**src/rtl/framebuffer_zoom_writer_pkg.sv**
```systemverilog
// framebuffer_zoom_writer_pkg: shared defaults, mode encodings and FSM states for the framebuffer writer
package framebuffer_zoom_writer_pkg;
    localparam int DEF_IMG_W  = 320;
    localparam int DEF_IMG_H  = 240;
    localparam int DEF_ADDR_W = 17;
    localparam int DEF_DATA_W = 8;

    typedef enum logic [1:0] {
        MODE_COPY     = 2'b00,
        MODE_ZOOM_IN  = 2'b01,
        MODE_ZOOM_OUT = 2'b10,
        MODE_RSVD     = 2'b11
    } mode_e;

    typedef enum logic [1:0] {
        ST_IDLE,
        ST_RUN,
        ST_DRAIN,
        ST_DONE
    } state_e;
endpackage

```
**src/rtl/framebuffer_zoom_writer_if.sv**
```systemverilog
// framebuffer_zoom_writer_if: control handshake plus source-read and framebuffer-write buses
interface framebuffer_zoom_writer_if
    import framebuffer_zoom_writer_pkg::*;
#(
    parameter int ADDR_W = DEF_ADDR_W,
    parameter int DATA_W = DEF_DATA_W
);
    logic              start;
    logic [1:0]        mode;
    logic              busy;
    logic              done;
    logic [ADDR_W-1:0] src_addr;
    logic              src_rden;
    logic [DATA_W-1:0] src_q;
    logic [ADDR_W-1:0] fb_addr;
    logic [DATA_W-1:0] fb_data;
    logic              fb_wren;

    modport master (
        input  start, mode, src_q,
        output busy, done, src_addr, src_rden, fb_addr, fb_data, fb_wren
    );

    modport slave (
        output start, mode, src_q,
        input  busy, done, src_addr, src_rden, fb_addr, fb_data, fb_wren
    );
endinterface

```
**src/rtl/framebuffer_zoom_writer_zoom_addr_gen.sv**
```systemverilog
// framebuffer_zoom_writer_zoom_addr_gen: maps output pixel (x,y) to a source address or a zero-fill slot
module framebuffer_zoom_writer_zoom_addr_gen
    import framebuffer_zoom_writer_pkg::*;
#(
    parameter int IMG_W  = DEF_IMG_W,
    parameter int IMG_H  = DEF_IMG_H,
    parameter int ADDR_W = DEF_ADDR_W
) (
    input  mode_e                      mode,
    input  logic [$clog2(IMG_W)-1:0]   x,
    input  logic [$clog2(IMG_H)-1:0]   y,
    output logic                       fill,
    output logic [ADDR_W-1:0]          addr
);
    localparam int X_W = $clog2(IMG_W);
    localparam int Y_W = $clog2(IMG_H);
    localparam logic [X_W-1:0] X_LO = X_W'(IMG_W / 4);
    localparam logic [X_W-1:0] X_HI = X_W'(3 * IMG_W / 4);
    localparam logic [Y_W-1:0] Y_LO = Y_W'(IMG_H / 4);
    localparam logic [Y_W-1:0] Y_HI = Y_W'(3 * IMG_H / 4);

    logic [X_W-1:0] sx;
    logic [Y_W-1:0] sy;

    // outside the zoom-out window the subtraction wraps, but those slots are fill and never read
    always_comb begin
        sx   = mode == MODE_ZOOM_IN ? (x >> 1) + X_LO : mode == MODE_ZOOM_OUT ? (x - X_LO) << 1 : x;
        sy   = mode == MODE_ZOOM_IN ? (y >> 1) + Y_LO : mode == MODE_ZOOM_OUT ? (y - Y_LO) << 1 : y;
        fill = mode == MODE_ZOOM_OUT && !(x >= X_LO && x < X_HI && y >= Y_LO && y < Y_HI);
        addr = ADDR_W'(sy) * ADDR_W'(IMG_W) + ADDR_W'(sx);
    end
endmodule

```
**src/rtl/framebuffer_zoom_writer.sv**
```systemverilog
// framebuffer_zoom_writer: fills the framebuffer one pixel per clock from a source image,
// as a 1:1 copy, a centred 2x zoom-in, or a centred 2x zoom-out with zero border
module framebuffer_zoom_writer
    import framebuffer_zoom_writer_pkg::*;
#(
    parameter int IMG_W   = DEF_IMG_W,
    parameter int IMG_H   = DEF_IMG_H,
    parameter int ADDR_W  = DEF_ADDR_W,
    parameter int DATA_W  = DEF_DATA_W,
    parameter int SRC_LAT = 2
) (
    input  logic                      clock,
    input  logic                      reset,
    framebuffer_zoom_writer_if.master bus
);
    localparam int X_W = $clog2(IMG_W);
    localparam int Y_W = $clog2(IMG_H);

    typedef struct packed {
        logic              valid;
        logic              fill;
        logic [ADDR_W-1:0] addr;
    } slot_t;

    state_e            state;
    mode_e             mode_q;
    logic [X_W-1:0]    x;
    logic [Y_W-1:0]    y;
    logic [ADDR_W-1:0] pix;
    logic [2:0]        wait_cnt;
    logic              busy_q;
    logic              done_q;
    slot_t             pipe [SRC_LAT];
    logic              run;
    logic              last;
    logic              fill;
    logic [ADDR_W-1:0] map_addr;

    assign run  = state == ST_RUN;
    assign last = x == X_W'(IMG_W - 1) && y == Y_W'(IMG_H - 1);

    framebuffer_zoom_writer_zoom_addr_gen #(
        .IMG_W (IMG_W),
        .IMG_H (IMG_H),
        .ADDR_W(ADDR_W)
    ) u_addr_gen (
        .mode(mode_q),
        .x   (x),
        .y   (y),
        .fill(fill),
        .addr(map_addr)
    );

    assign bus.src_rden = run && !fill;
    assign bus.src_addr = bus.src_rden ? map_addr : '0;
    assign bus.fb_wren  = pipe[SRC_LAT-1].valid;
    assign bus.fb_addr  = pipe[SRC_LAT-1].addr;
    assign bus.fb_data  = pipe[SRC_LAT-1].valid && !pipe[SRC_LAT-1].fill ? bus.src_q : '0;
    assign bus.busy     = busy_q;
    assign bus.done     = done_q;

    always_ff @(posedge clock or negedge reset) begin
        if (!reset) begin
            state    <= ST_IDLE;
            mode_q   <= MODE_COPY;
            x        <= '0;
            y        <= '0;
            pix      <= '0;
            wait_cnt <= '0;
            busy_q   <= 1'b0;
            done_q   <= 1'b0;
        end else begin
            done_q <= 1'b0;
            case (state)
                ST_IDLE: if (bus.start) begin
                    state  <= ST_RUN;
                    mode_q <= mode_e'(bus.mode);
                    x      <= '0;
                    y      <= '0;
                    pix    <= '0;
                    busy_q <= 1'b1;
                end
                ST_RUN: begin
                    pix      <= pix + 1'b1;
                    x        <= x == X_W'(IMG_W - 1) ? '0 : x + 1'b1;
                    y        <= x == X_W'(IMG_W - 1) && !last ? y + 1'b1 : last ? '0 : y;
                    wait_cnt <= '0;
                    if (last) state <= ST_DRAIN;
                end
                // let the reads still in flight land before signalling completion
                ST_DRAIN: begin
                    wait_cnt <= wait_cnt + 1'b1;
                    if (wait_cnt == 3'(SRC_LAT - 1)) begin
                        state  <= ST_DONE;
                        busy_q <= 1'b0;
                        done_q <= 1'b1;
                    end
                end
                default: state <= ST_IDLE;
            endcase
        end
    end

    // the slot tag travels alongside the source read so data and address meet at the write port
    always_ff @(posedge clock or negedge reset) begin
        if (!reset) begin
            for (int k = 0; k < SRC_LAT; k++) pipe[k] <= '0;
        end else begin
            pipe[0] <= '{valid: run, fill: run && fill, addr: run ? pix : '0};
            for (int k = 1; k < SRC_LAT; k++) pipe[k] <= pipe[k-1];
        end
    end
endmodule

```
**src/flat_wrapper.sv**
```systemverilog
// flat-port wrapper written by rule: the top's interface ports become plain ports
module framebuffer_zoom_writer_flat import framebuffer_zoom_writer_pkg::*;
#(
    parameter int IMG_W   = DEF_IMG_W,
    parameter int IMG_H   = DEF_IMG_H,
    parameter int ADDR_W  = DEF_ADDR_W,
    parameter int DATA_W  = DEF_DATA_W,
    parameter int SRC_LAT = 2
)
  (clock, reset, bus_start, bus_mode, bus_src_q, bus_busy, bus_done, bus_src_addr, bus_src_rden, bus_fb_addr, bus_fb_data, bus_fb_wren);
  framebuffer_zoom_writer_if #(.ADDR_W(ADDR_W), .DATA_W(DATA_W)) bus_i ();
  input  logic clock;
  input  logic reset;
  input wire logic [$bits(bus_i.start)-1:0] bus_start;
  input wire logic [$bits(bus_i.mode)-1:0] bus_mode;
  input wire logic [$bits(bus_i.src_q)-1:0] bus_src_q;
  output wire logic [$bits(bus_i.busy)-1:0] bus_busy;
  output wire logic [$bits(bus_i.done)-1:0] bus_done;
  output wire logic [$bits(bus_i.src_addr)-1:0] bus_src_addr;
  output wire logic [$bits(bus_i.src_rden)-1:0] bus_src_rden;
  output wire logic [$bits(bus_i.fb_addr)-1:0] bus_fb_addr;
  output wire logic [$bits(bus_i.fb_data)-1:0] bus_fb_data;
  output wire logic [$bits(bus_i.fb_wren)-1:0] bus_fb_wren;
  assign bus_i.start = bus_start;
  assign bus_i.mode = bus_mode;
  assign bus_i.src_q = bus_src_q;
  assign bus_busy = bus_i.busy;
  assign bus_done = bus_i.done;
  assign bus_src_addr = bus_i.src_addr;
  assign bus_src_rden = bus_i.src_rden;
  assign bus_fb_addr = bus_i.fb_addr;
  assign bus_fb_data = bus_i.fb_data;
  assign bus_fb_wren = bus_i.fb_wren;
  framebuffer_zoom_writer #(.IMG_W(IMG_W), .IMG_H(IMG_H), .ADDR_W(ADDR_W), .DATA_W(DATA_W), .SRC_LAT(SRC_LAT)) u_core (.clock(clock), .reset(reset), .bus(bus_i));
endmodule
```
**config.mk**
```make
export PLATFORM = sky130hd
export DESIGN_NAME = framebuffer_zoom_writer_flat
export DESIGN_NICKNAME = d
export VERILOG_FILES = /design/src/rtl/framebuffer_zoom_writer_pkg.sv /design/src/rtl/framebuffer_zoom_writer_if.sv /design/src/rtl/framebuffer_zoom_writer_zoom_addr_gen.sv /design/src/rtl/framebuffer_zoom_writer.sv /design/src/flat_wrapper.sv
export SDC_FILE = /design/constraint.sdc
export NUM_CORES = 1
export LEC_CHECK = 0
export ABC_AREA = 1
export CORE_ASPECT_RATIO = 0.5
export CORE_MARGIN = 2
export CORE_UTILIZATION = 57
export CTS_CLUSTER_DIAMETER = 60
export CTS_CLUSTER_SIZE = 12
export DETAILED_ROUTE_END_ITERATION = 10
export PLACE_DENSITY = 0.84
export SYNTH_ARGS = -nofsm -noshare
export SYNTH_HDL_FRONTEND = slang
export SYNTH_SLANG_ARGS = --single-unit
```
**constraint.sdc**
```tcl
create_clock -name clock -period 4.9 [get_ports clock]
set_input_delay 1.47 -clock clock [delete_from_list [all_inputs] [get_ports clock]]
set_output_delay 1.47 -clock clock [all_outputs]
set_load 0.1 [all_outputs]
```
==> results of run 1 <==
-- synthesized netlist by cell type, types with 5 or more instances --
library cell / instances / area, µm²
inv_1: 92 / 345
xor2_1: 10 / 87.6
nand2_2: 5 / 31.3
o21ai_0: 30 / 150
ha_1: 34 / 425
a21oi_1: 37 / 185
nand4_1: 10 / 62.6
nand2_1: 122 / 458
dfrtp_1: 81 / 2030
nor3_1: 20 / 100
nand3_1: 26 / 130
o22ai_1: 13 / 81.3
nor2_1: 59 / 221
buf_4: 20 / 150
inv_2: 6 / 22.5
-- sequential cells by signal, summed over array words and instances (netlist names) --
signal	flops
u_core.bus.fb_addr	17
u_core.pipe	20
u_core.y	8
u_core.mode_q	2
u_core.bus.done	1
u_core.pix	17
u_core.state	2
u_core.x	9
u_core.bus.busy	1
u_core.bus.fb_wren	1
u_core.wait_cnt	3
-- where the power goes --
| part | internal (mW) | total [mW] | switching [mW] |
|---|---|---|---|
| Sequential | 0.745 | 0.819 | 0.0740 |
| Combinational | 1.06 | 3.17 | 2.11 |
| Clock | 0.474 | 0.718 | 0.243 |
| Total | 2.28 | 4.70 | 2.42 |
-- stage by stage --
stage	cells	power (mW)	hold slack (ns)
finish	821	4.70	0.344
global route	821	4.95	0.346
CTS	811	4.30	0.344
detailed placement	787	3.42	0.335
global placement	787	3.34	0.335
floorplan	632	2.83	0.331
-- metal layers --
metal	share of wire [%]	vias up	wire, µm	GRT usage (%)
li1	-	2154	-	-
met1	40	2157	5070	30.8
met2	51	205	6400	43.4
met3	6.6	43	829	5.55
met4	2.7	0	337	6.69
met5	0	-	0	0
-- critical path: stages (launching register included) --
cell and delay (ns):
dfrtp_2 0.46, inv_4 0.10, nor2_8 0.05, nor2_4 0.17, inv_4 0.08, o21bai_4 0.14
inv_2 0.06, ha_4 0.28, ha_4 0.14, inv_2 0.04, fa_2 0.42, xnor2_2 0.23
nand3_2 0.14, nor2_2 0.12, nand2_1 0.10, nor2_1 0.10, nand2_1 0.09, a21oi_4 0.15
buf_12 0.19
-- repair_timing --
item                                    in CTS  in global routing
pin swaps                                   11                 27
buffers inserted                             8                 10
gates resized for setup                     21                 41
endpoints found under the setup margin       5                  5
cloned                                       0                  0
-- how the worst max path moves through the flow --
stage                       end                          from  depth (start not counted)
2_1_floorplan  bus_src_addr[12]  u_core.mode_q[0]$_DFFE_PN0P_                         14
3_3_place_gp   bus_src_addr[16]  u_core.mode_q[0]$_DFFE_PN0P_                         18
6_report       bus_src_addr[16]  u_core.mode_q[0]$_DFFE_PN0P_                         18
5_1_grt        bus_src_addr[16]       u_core.y[2]$_DFFE_PN0P_                         19
3_5_place_dp   bus_src_addr[15]  u_core.mode_q[0]$_DFFE_PN0P_                         19
4_1_cts        bus_src_addr[15]  u_core.mode_q[1]$_DFFE_PN0P_                         21
-- cell families after synthesis --
logic type      share of synthesized area (%)
simple gates                             26.0
buf+inv                                  11.8
compound gates                           11.1
flops                                    39.6
fa+ha+maj                                9.09
xor+xnor                                 2.39
-- layout make-up --
class	count	area (µm²)
clock inverter	2	60.1
multi-input combinational	418	2820
tap	117	146
inverter	105	415
sequential	81	2030
fill	564	2150
timing repair buffer	84	820
clock buffer	14	264
==> flow_metrics.env, run 1 <==
export IMPL_worstReg2RegEnd="u_core.x[7]$_DFFE_PN0P_"
export IMPL_synth_seq_area_share_pct=39.6
export IMPL_r2r_start="u_core.state[1]$_DFFE_PN0P_"
export IMPL_first_global_vias=4247
export IMPL_fin_worst_skew_ns=0.00661
export IMPL_final_common_cell="nand2_1"
export IMPL_wl_per_cell_um=15.4
export IMPL_syn2layout_area_growth_pct=27.9
export IMPL_leakage_nw=3.21
export IMPL_async_flop_share_pct=100
export IMPL_min_period_over_period_pct=99.6
export IMPL_p_per_area_mw_per_mm2=718
export IMPL_path_clk_slew_ns=0.06
export IMPL_drive_above_1_share_pct=22.6
export IMPL_hold_viol=0
export IMPL_netlist_instances=632
export IMPL_first_pass_iters=5
export IMPL_hold_buffers=0
export IMPL_yosysWarnings=0
export IMPL_hold_depth=0
export IMPL_final_cell_mix="116 x nand2_1, 87 x inv_1, 76 x dfrtp_1"
export IMPL_hp_start="u_core.pipe[37]$_DFF_PN0_"
export IMPL_crit_path_end_kind="primary output"
export IMPL_drv_cap=0
export IMPL_cts_root_buf="clkbuf_16"
export IMPL_synth_ff_latch_count=81
export IMPL_setup_ws_ns=0.0178
export IMPL_final_min_clock_period_ns=4.88
export IMPL_drt_iter0_drc=304
export IMPL_peakVddDrop_mv=0.777
export IMPL_synth_edff_count=0
export IMPL_fin_area_mm2=0.00655
export IMPL_dieArea_mm2=0.00981
export IMPL_slew_headroom_pct=33.9
export IMPL_portBuffers=58
export IMPL_postLayoutCoreUtil_pct=75.3
export IMPL_rsz0062_at_grt="yes"
export IMPL_status="completed"
export IMPL_cp_data_required_time_ns=3.43
export IMPL_synthesis_nets=681
export IMPL_diodes=0
export IMPL_setup_tns_ns=0
export IMPL_worstPathArrival_ns=3.41
export IMPL_slew_violations=0
export IMPL_synth_area_per_cell_um2=8.11
export IMPL_cts_tree="built"
export IMPL_grt_max_degree=82
export IMPL_vias=4559
export IMPL_num_rows=24
export IMPL_via_per_inst=5.55
export IMPL_core_mm2=0.00871
export IMPL_ys_flop_type="dfrtp_1"
export IMPL_fmaxAchievable_mhz=205
export IMPL_clockBufferDepth=2
export IMPL_synth_area_mm2=0.00512
export IMPL_gp_congestion=0.954
export IMPL_ioPinCount=59
export IMPL_place_hpwl_um=8000
export IMPL_ant_nets=0
export IMPL_cts_buffers=9
export IMPL_htreeDepth=3
export IMPL_synth_cell_types=54
export IMPL_cts_sinks=81
export IMPL_tightest_slew_ns=0.988
export IMPL_fp_dieH_um=71.0
export IMPL_setup_viol=0
export IMPL_grt_remaining_overflow=0
export IMPL_crit_fanout=7
export IMPL_route_final_wire_length_um=12600
export IMPL_clk_latency_ns=0.33
export IMPL_final_nets=748
export IMPL_post_route_drc_count=0
export IMPL_place_area_mm2=0.00581
export IMPL_grt_pass1_wl_um=19700
export IMPL_cp_start_kind="flop"
export IMPL_reg2reg_depth=10
export IMPL_r2r_slack_ns=2.25
export IMPL_hold_path_class="flop to flop"
export IMPL_antenna_found_initial=0
export IMPL_critical_path_class="flop to primary output"
export IMPL_chipWidth_um=138
export IMPL_dp_slack_ns=0.0640
export IMPL_hold_end="u_core.bus.fb_wren$_DFF_PN0_"
export IMPL_initial_utilization_pct=58.8
export IMPL_grt_use_total_pct=24.5
No activity file was read; power rests on OpenSTA's default activity.
==> run 2, diff against run 1 <==
Settings changed: CAP_MARGIN from default to 25, CTS_CLUSTER_SIZE 12 to default.
==> run 2 against run 1 <==
Register-to-register slack gained 0.03 ns. Setup slack gained 0.0020 ns. Combinational power is essentially flat. Non-clock buffer count grew 1. Largest cell class unchanged.
==> flow_metrics.env, run 2 (synthesis results as in run 1) <==
export IMPL_fmaxAchievable_mhz=205
export IMPL_critical_path_class="flop to primary output"
export IMPL_drt_iter0_drc=385
export IMPL_slew_violations=0
export IMPL_clkPwrFrac_pct=15.2
export IMPL_drv_cap=0
export IMPL_ioPinCount=59
export IMPL_power_internal_mw=2.28
export IMPL_cts_root_buf="clkbuf_16"
export IMPL_nFillCells=562
export IMPL_route_final_wire_length_um=12600
export IMPL_slew_headroom_pct=33.5
export IMPL_grt_pass1_wl_um=19700
export IMPL_status="completed"
export IMPL_cts_sinks=81
export IMPL_chipWidth_um=138
export IMPL_final_common_cell="nand2_1"
export IMPL_cts_tree="built"
export IMPL_final_min_clock_period_ns=4.88
export IMPL_p_sw_mw=2.42
export IMPL_first_global_vias=4247
export IMPL_place_hpwl_um=8000
export IMPL_combPwrFrac_pct=67.4
export IMPL_cp_start_kind="flop"
export IMPL_clk_latency_ns=0.33
export IMPL_sw_frac_of_total_pct=51.5
export IMPL_fin_worst_skew_ns=0.00573
export IMPL_min_period_over_period_pct=99.6
export IMPL_setup_viol=0
export IMPL_via_per_inst=5.53
export IMPL_htreeDepth=3
export IMPL_gp_congestion=0.954
export IMPL_hold_path_class="flop to flop"
export IMPL_grt_remaining_overflow=0
export IMPL_worstPathArrival_ns=3.41
export IMPL_multi_input_area_mm2=0.00282
export IMPL_hold_buffers=0
export IMPL_first_pass_iters=5
export IMPL_power_mw=4.71
export IMPL_final_nets=749
export IMPL_post_route_drc_count=0
export IMPL_grt_use_total_pct=24.5
export IMPL_largest_reg_flops=20
export IMPL_syn2layout_area_growth_pct=28.5
export IMPL_cts_buffers=9
export IMPL_core_mm2=0.00871
export IMPL_fin_cells=822
export IMPL_largest_register="u_core.pipe"
export IMPL_path_clk_slew_ns=0.06
export IMPL_hold_viol=0
export IMPL_seqPwrFrac_pct=17.4
export IMPL_tightest_slew_ns=0.994
export IMPL_initial_utilization_pct=58.8
export IMPL_diodes=0
export IMPL_drive_above_1_share_pct=22.7
export IMPL_portBuffers=58
export IMPL_p_per_area_mw_per_mm2=715
export IMPL_leakage_nw=3.23
export IMPL_ant_nets=0
export IMPL_wl_per_cell_um=15.4
export IMPL_num_rows=24
export IMPL_rsz0062_at_grt="yes"
export IMPL_dp_cells=787
export IMPL_dieArea_mm2=0.00981
export IMPL_crit_path_end_kind="primary output"
export IMPL_final_cell_mix="116 x nand2_1, 87 x inv_1, 76 x dfrtp_1"
export IMPL_seqCellArea_mm2=0.00203
export IMPL_cp_data_required_time_ns=3.43
export IMPL_grt_max_degree=82
export IMPL_antenna_found_initial=0
export IMPL_crit_fanout=7
export IMPL_peakVddDrop_mv=0.778
export IMPL_clockBufferDepth=2
export IMPL_vias=4548
export IMPL_postLayoutCoreUtil_pct=75.6
export IMPL_fp_dieH_um=71.0
-- run 2: changes by cell type in the layout (fill, tap and decap cells not counted) --
cell,previous run,this run
buf_16,0,1
-- run 2: worst max-delay path, cell delays in order (launching register included) --
cell and delay [ns]:
dfrtp_2 0.46, inv_4 0.10, nor2_8 0.05, nor2_4 0.17
inv_4 0.08, o21bai_4 0.14, inv_2 0.06, ha_4 0.28
ha_4 0.14, inv_2 0.04, fa_2 0.42, xnor2_2 0.23
nand3_2 0.14, nor2_2 0.12, nand2_1 0.10, nor2_1 0.10
nand2_1 0.09, a21oi_4 0.15, buf_12 0.19
-- run 2: final timing paths --
kind,startpoint,slack (ns),cells past startpoint,end
setup / recovery,u_core.mode_q[0]$_DFFE_PN0P_,0.02,18,bus_src_addr[16]
hold / removal,u_core.pipe[21]$_DFF_PN0_,0.34,0,u_core.bus.fb_addr[2]$_DFF_PN0_
setup reg to reg,u_core.state[1]$_DFFE_PN0P_,2.28,11,u_core.pix[8]$_DFFE_PN0P_
hold reg to reg,u_core.pipe[21]$_DFF_PN0_,0.34,0,u_core.bus.fb_addr[2]$_DFF_PN0_
max in group asynchronous,reset,3.34,2,u_core.y[2]$_DFFE_PN0P_
min in group asynchronous,reset,0.97,1,u_core.pipe[32]$_DFF_PN0_
-- run 2: timing repair --
action | in CTS | in global routing
gates resized for setup | 21 | 41
setup buffers | 8 | 10
pin swaps | 11 | 27
setup endpoints to repair | 5 | 5
-- run 2: per-stage QoR --
stage	hold WS [ns]	area (µm²)	TNS, ns	setup slack, ns
2_1_floorplan	0.331	5190	-0.337	-0.337
3_3_place_gp	0.335	5810	0	0.189
3_5_place_dp	0.335	5810	0	0.0640
4_1_cts	0.344	6250	0	0.000565
6_report	0.344	6580	0	0.0198
5_1_grt	0.346	6580	-0.319	-0.177
-- run 2: cell type report --
type	count	area share (%)
Multi-Input combinational cell	418	42.8
Sequential cell	81	30.9
Timing Repair Buffer	85	12.9
Clock inverter	2	0.913
Inverter	105	6.31
Clock buffer	14	4.01
Tap cell	117	2.22
-- run 2: layer usage --
layer	vias to the layer above	GRT usage [%]	wire (µm)
met4	0	6.69	408
met3	51	5.55	757
met1	2143	30.8	5090
met5	-	0	0
li1	2154	-	-
met2	200	43.4	6360
-- run 2: power by group through the flow --
stage / Clock (mW) / Combinational, mW / Sequential (mW)
finish: 0.715 / 3.17 / 0.820
floorplan: 0 / 1.96 / 0.871
CTS: 0.724 / 2.76 / 0.817
global route: 0.757 / 3.37 / 0.827
global placement: 0 / 2.52 / 0.817
detailed placement: 0 / 2.59 / 0.824
==> run 3, diff against run 2 <==
Settings changed: CORE_UTILIZATION 57 to 64, DONT_BUFFER_PORTS from default to 1, PLACE_DENSITY 0.84 to 0.83.
==> run 3 against run 2 <==
The flow now finishes with violations (DRC, setup timing). Cell area down 4.7%. Core utilization up 7.6 points. Clock power down 5.6%. Total power down 0.39%. Die area down 10%. Combinational power down 3%. Highest routed layer unchanged.
==> flow_metrics.env, run 3 (synthesis results as in run 1) <==
export IMPL_status="finished with violations"
export IMPL_violations="DRC, setup timing"
export IMPL_final_cell_mix="117 x nand2_1, 88 x inv_1, 77 x dfrtp_1"
export IMPL_ant_nets=0
export IMPL_p_sw_mw=2.53
export IMPL_r2r_slack_ns=2.38
export IMPL_portBuffers=0
export IMPL_clockBufferDepth=2
export IMPL_min_period_over_period_pct=102
export IMPL_grt_remaining_overflow=0
export IMPL_core_mm2=0.00754
export IMPL_drive_above_1_share_pct=26.9
export IMPL_dieArea_mm2=0.00878
export IMPL_final_min_clock_period_ns=4.99
export IMPL_drv_cap=0
export IMPL_seqCellArea_mm2=0.00203
export IMPL_initial_utilization_pct=67.9
export IMPL_largest_reg_flops=20
export IMPL_postLayoutCoreUtil_pct=83.2
export IMPL_cp_slowest_stage_delay_ns=0.44
export IMPL_syn2layout_area_growth_pct=22.5
export IMPL_r2r_start="u_core.state[1]$_DFFE_PN0P_"
export IMPL_dp_slack_ns=-0.0104
export IMPL_reg2reg_depth=10
export IMPL_vias=4697
export IMPL_combPwrFrac_pct=65.7
export IMPL_setup_viol=4
export IMPL_path_clk_slew_ns=0.06
export IMPL_setup_ws_ns=-0.0948
export IMPL_cts_sinks=81
export IMPL_path_depth=18
export IMPL_crit_fanout=7
export IMPL_peakVddDrop_mv=0.502
export IMPL_final_nets=718
export IMPL_slowest_stage="fa_2"
export IMPL_cts_tree="built"
export IMPL_startpoint="u_core.y[3]$_DFFE_PN0P_"
export IMPL_post_route_drc_count=1
export IMPL_critical_path_endpoint="bus_src_addr[15]"
export IMPL_first_pass_iters=8
export IMPL_nFillCells=384
export IMPL_p_per_area_mw_per_mm2=747
export IMPL_hold_buffers=0
export IMPL_grt_use_total_pct=29.6
export IMPL_cp_start_kind="flop"
export IMPL_clkPwrFrac_pct=14.4
export IMPL_cts_root_buf="clkbuf_16"
export IMPL_place_hpwl_um=8050
export IMPL_fmaxAchievable_mhz=200
export IMPL_gp_congestion=0.919
export IMPL_grt_max_degree=82
export IMPL_cts_buffers=9
export IMPL_seqPwrFrac_pct=19.9
export IMPL_sw_frac_of_total_pct=54.1
export IMPL_fin_worst_skew_ns=0.00461
export IMPL_worstReg2RegEnd="u_core.x[7]$_DFFE_PN0P_"
export IMPL_htreeDepth=3
export IMPL_cp_data_required_time_ns=3.43
export IMPL_grt_pass1_wl_um=20100
export IMPL_tightest_slew_ns=0.929
export IMPL_fin_area_mm2=0.00627
export IMPL_hold_path_class="flop to flop"
export IMPL_num_rows=22
export IMPL_antenna_found_initial=0
export IMPL_leakage_nw=3.07
export IMPL_crit_path_end_kind="primary output"
export IMPL_via_per_inst=6.01
export IMPL_multi_input_area_mm2=0.00289
export IMPL_final_common_cell="nand2_1"
export IMPL_clk_latency_ns=0.34
export IMPL_setup_tns_ns=-0.251
export IMPL_largest_register="u_core.pipe"
export IMPL_diodes=0
export IMPL_first_global_vias=4329
export IMPL_slew_violations=0
export IMPL_wl_per_cell_um=18.0
export IMPL_ioPinCount=59
export IMPL_crit_chain="clkinv_2, buf_4, ha_4, o22ai_4, a21oi_4, ha_4, inv_1, fa_2, nor2_2, nand3_1, nand2_1, nand2_2, nor2_4, nand2_2, nor2_2, nor2_1, nor2_4, buf_12"
export IMPL_power_internal_mw=2.15
export IMPL_hold_viol=0
export IMPL_place_area_mm2=0.00550
export IMPL_critical_path_class="flop to primary output"
export IMPL_chipWidth_um=131
export IMPL_critical_path_buf_inv_count=4
export IMPL_worstPathArrival_ns=3.52
export IMPL_cp_top_family="adder cells"
export IMPL_fp_dieH_um=67.3
export IMPL_route_final_wire_length_um=14100
export IMPL_drt_iter0_drc=377
export IMPL_power_mw=4.69
export IMPL_slew_headroom_pct=38.0
==> run 3: changes by cell type in the layout (fill, tap and decap cells not counted), moves of 3 or more <==
cell and delta:
clkinvlp_4 +3, nor2_1 -16, nor3_2 -3, clkdlybuf4s50_1 -31, clkbuf_1 -3, nor2_2 +17
==> run 3: final cells by class <==
cell class	count	share of cell area [%]
multi-input combinational	418	46.1
sequential	81	32.4
timing repair buffer	54	7.84
inverter	105	6.70
clock buffer	9	3.59
tap	108	2.15
clock inverter	7	1.26
==> run 3: worst min-delay path by stage <==
stage | endpoint | cells past startpoint | startpoint
2_1_floorplan | u_core.bus.fb_addr[0]$_DFF_PN0_ | 0 | u_core.pipe[19]$_DFF_PN0_
3_3_place_gp | u_core.bus.fb_wren$_DFF_PN0_ | 0 | u_core.pipe[37]$_DFF_PN0_
3_5_place_dp | u_core.bus.fb_addr[0]$_DFF_PN0_ | 0 | u_core.pipe[19]$_DFF_PN0_
4_1_cts | u_core.bus.fb_addr[16]$_DFF_PN0_ | 0 | u_core.pipe[35]$_DFF_PN0_
5_1_grt | u_core.bus.fb_wren$_DFF_PN0_ | 0 | u_core.pipe[37]$_DFF_PN0_
6_report | u_core.bus.fb_addr[16]$_DFF_PN0_ | 0 | u_core.pipe[35]$_DFF_PN0_
==> run 3: metal layers <==
metal / track usage (%) / vias up / wire length, µm
li1: - / 2098 / -
met1: 36.2 / 2258 / 5170
met2: 52.6 / 267 / 7110
met3: 6.18 / 74 / 1060
met4: 11.6 / 0 / 742
met5: 0 / - / 0
==> run 3: per-stage QoR <==
stage / std cells / hold slack [ns]
after floorplan: 632 / 0.331
after global placement: 744 / 0.333
after CTS: 772 / 0.348
after detailed placement: 744 / 0.335
after global routing: 782 / 0.357
final: 782 / 0.348
==> run 3: timing repair <==
action	CTS	global route
gates resized for setup	14	52
endpoints found under the setup margin	6	5
pin swaps	10	26
setup buffers	12	10
endpoints found under the hold margin	0	0
==> run 3: power by group through the flow <==
stage | clock network, mW | registers [mW] | logic (mW)
6_report | 0.675 | 0.931 | 3.08
3_3_place_gp | 0 | 0.926 | 2.37
2_1_floorplan | 0 | 0.871 | 1.96
5_1_grt | 0.709 | 0.939 | 3.27
4_1_cts | 0.676 | 0.925 | 2.59
3_5_place_dp | 0 | 0.932 | 2.44
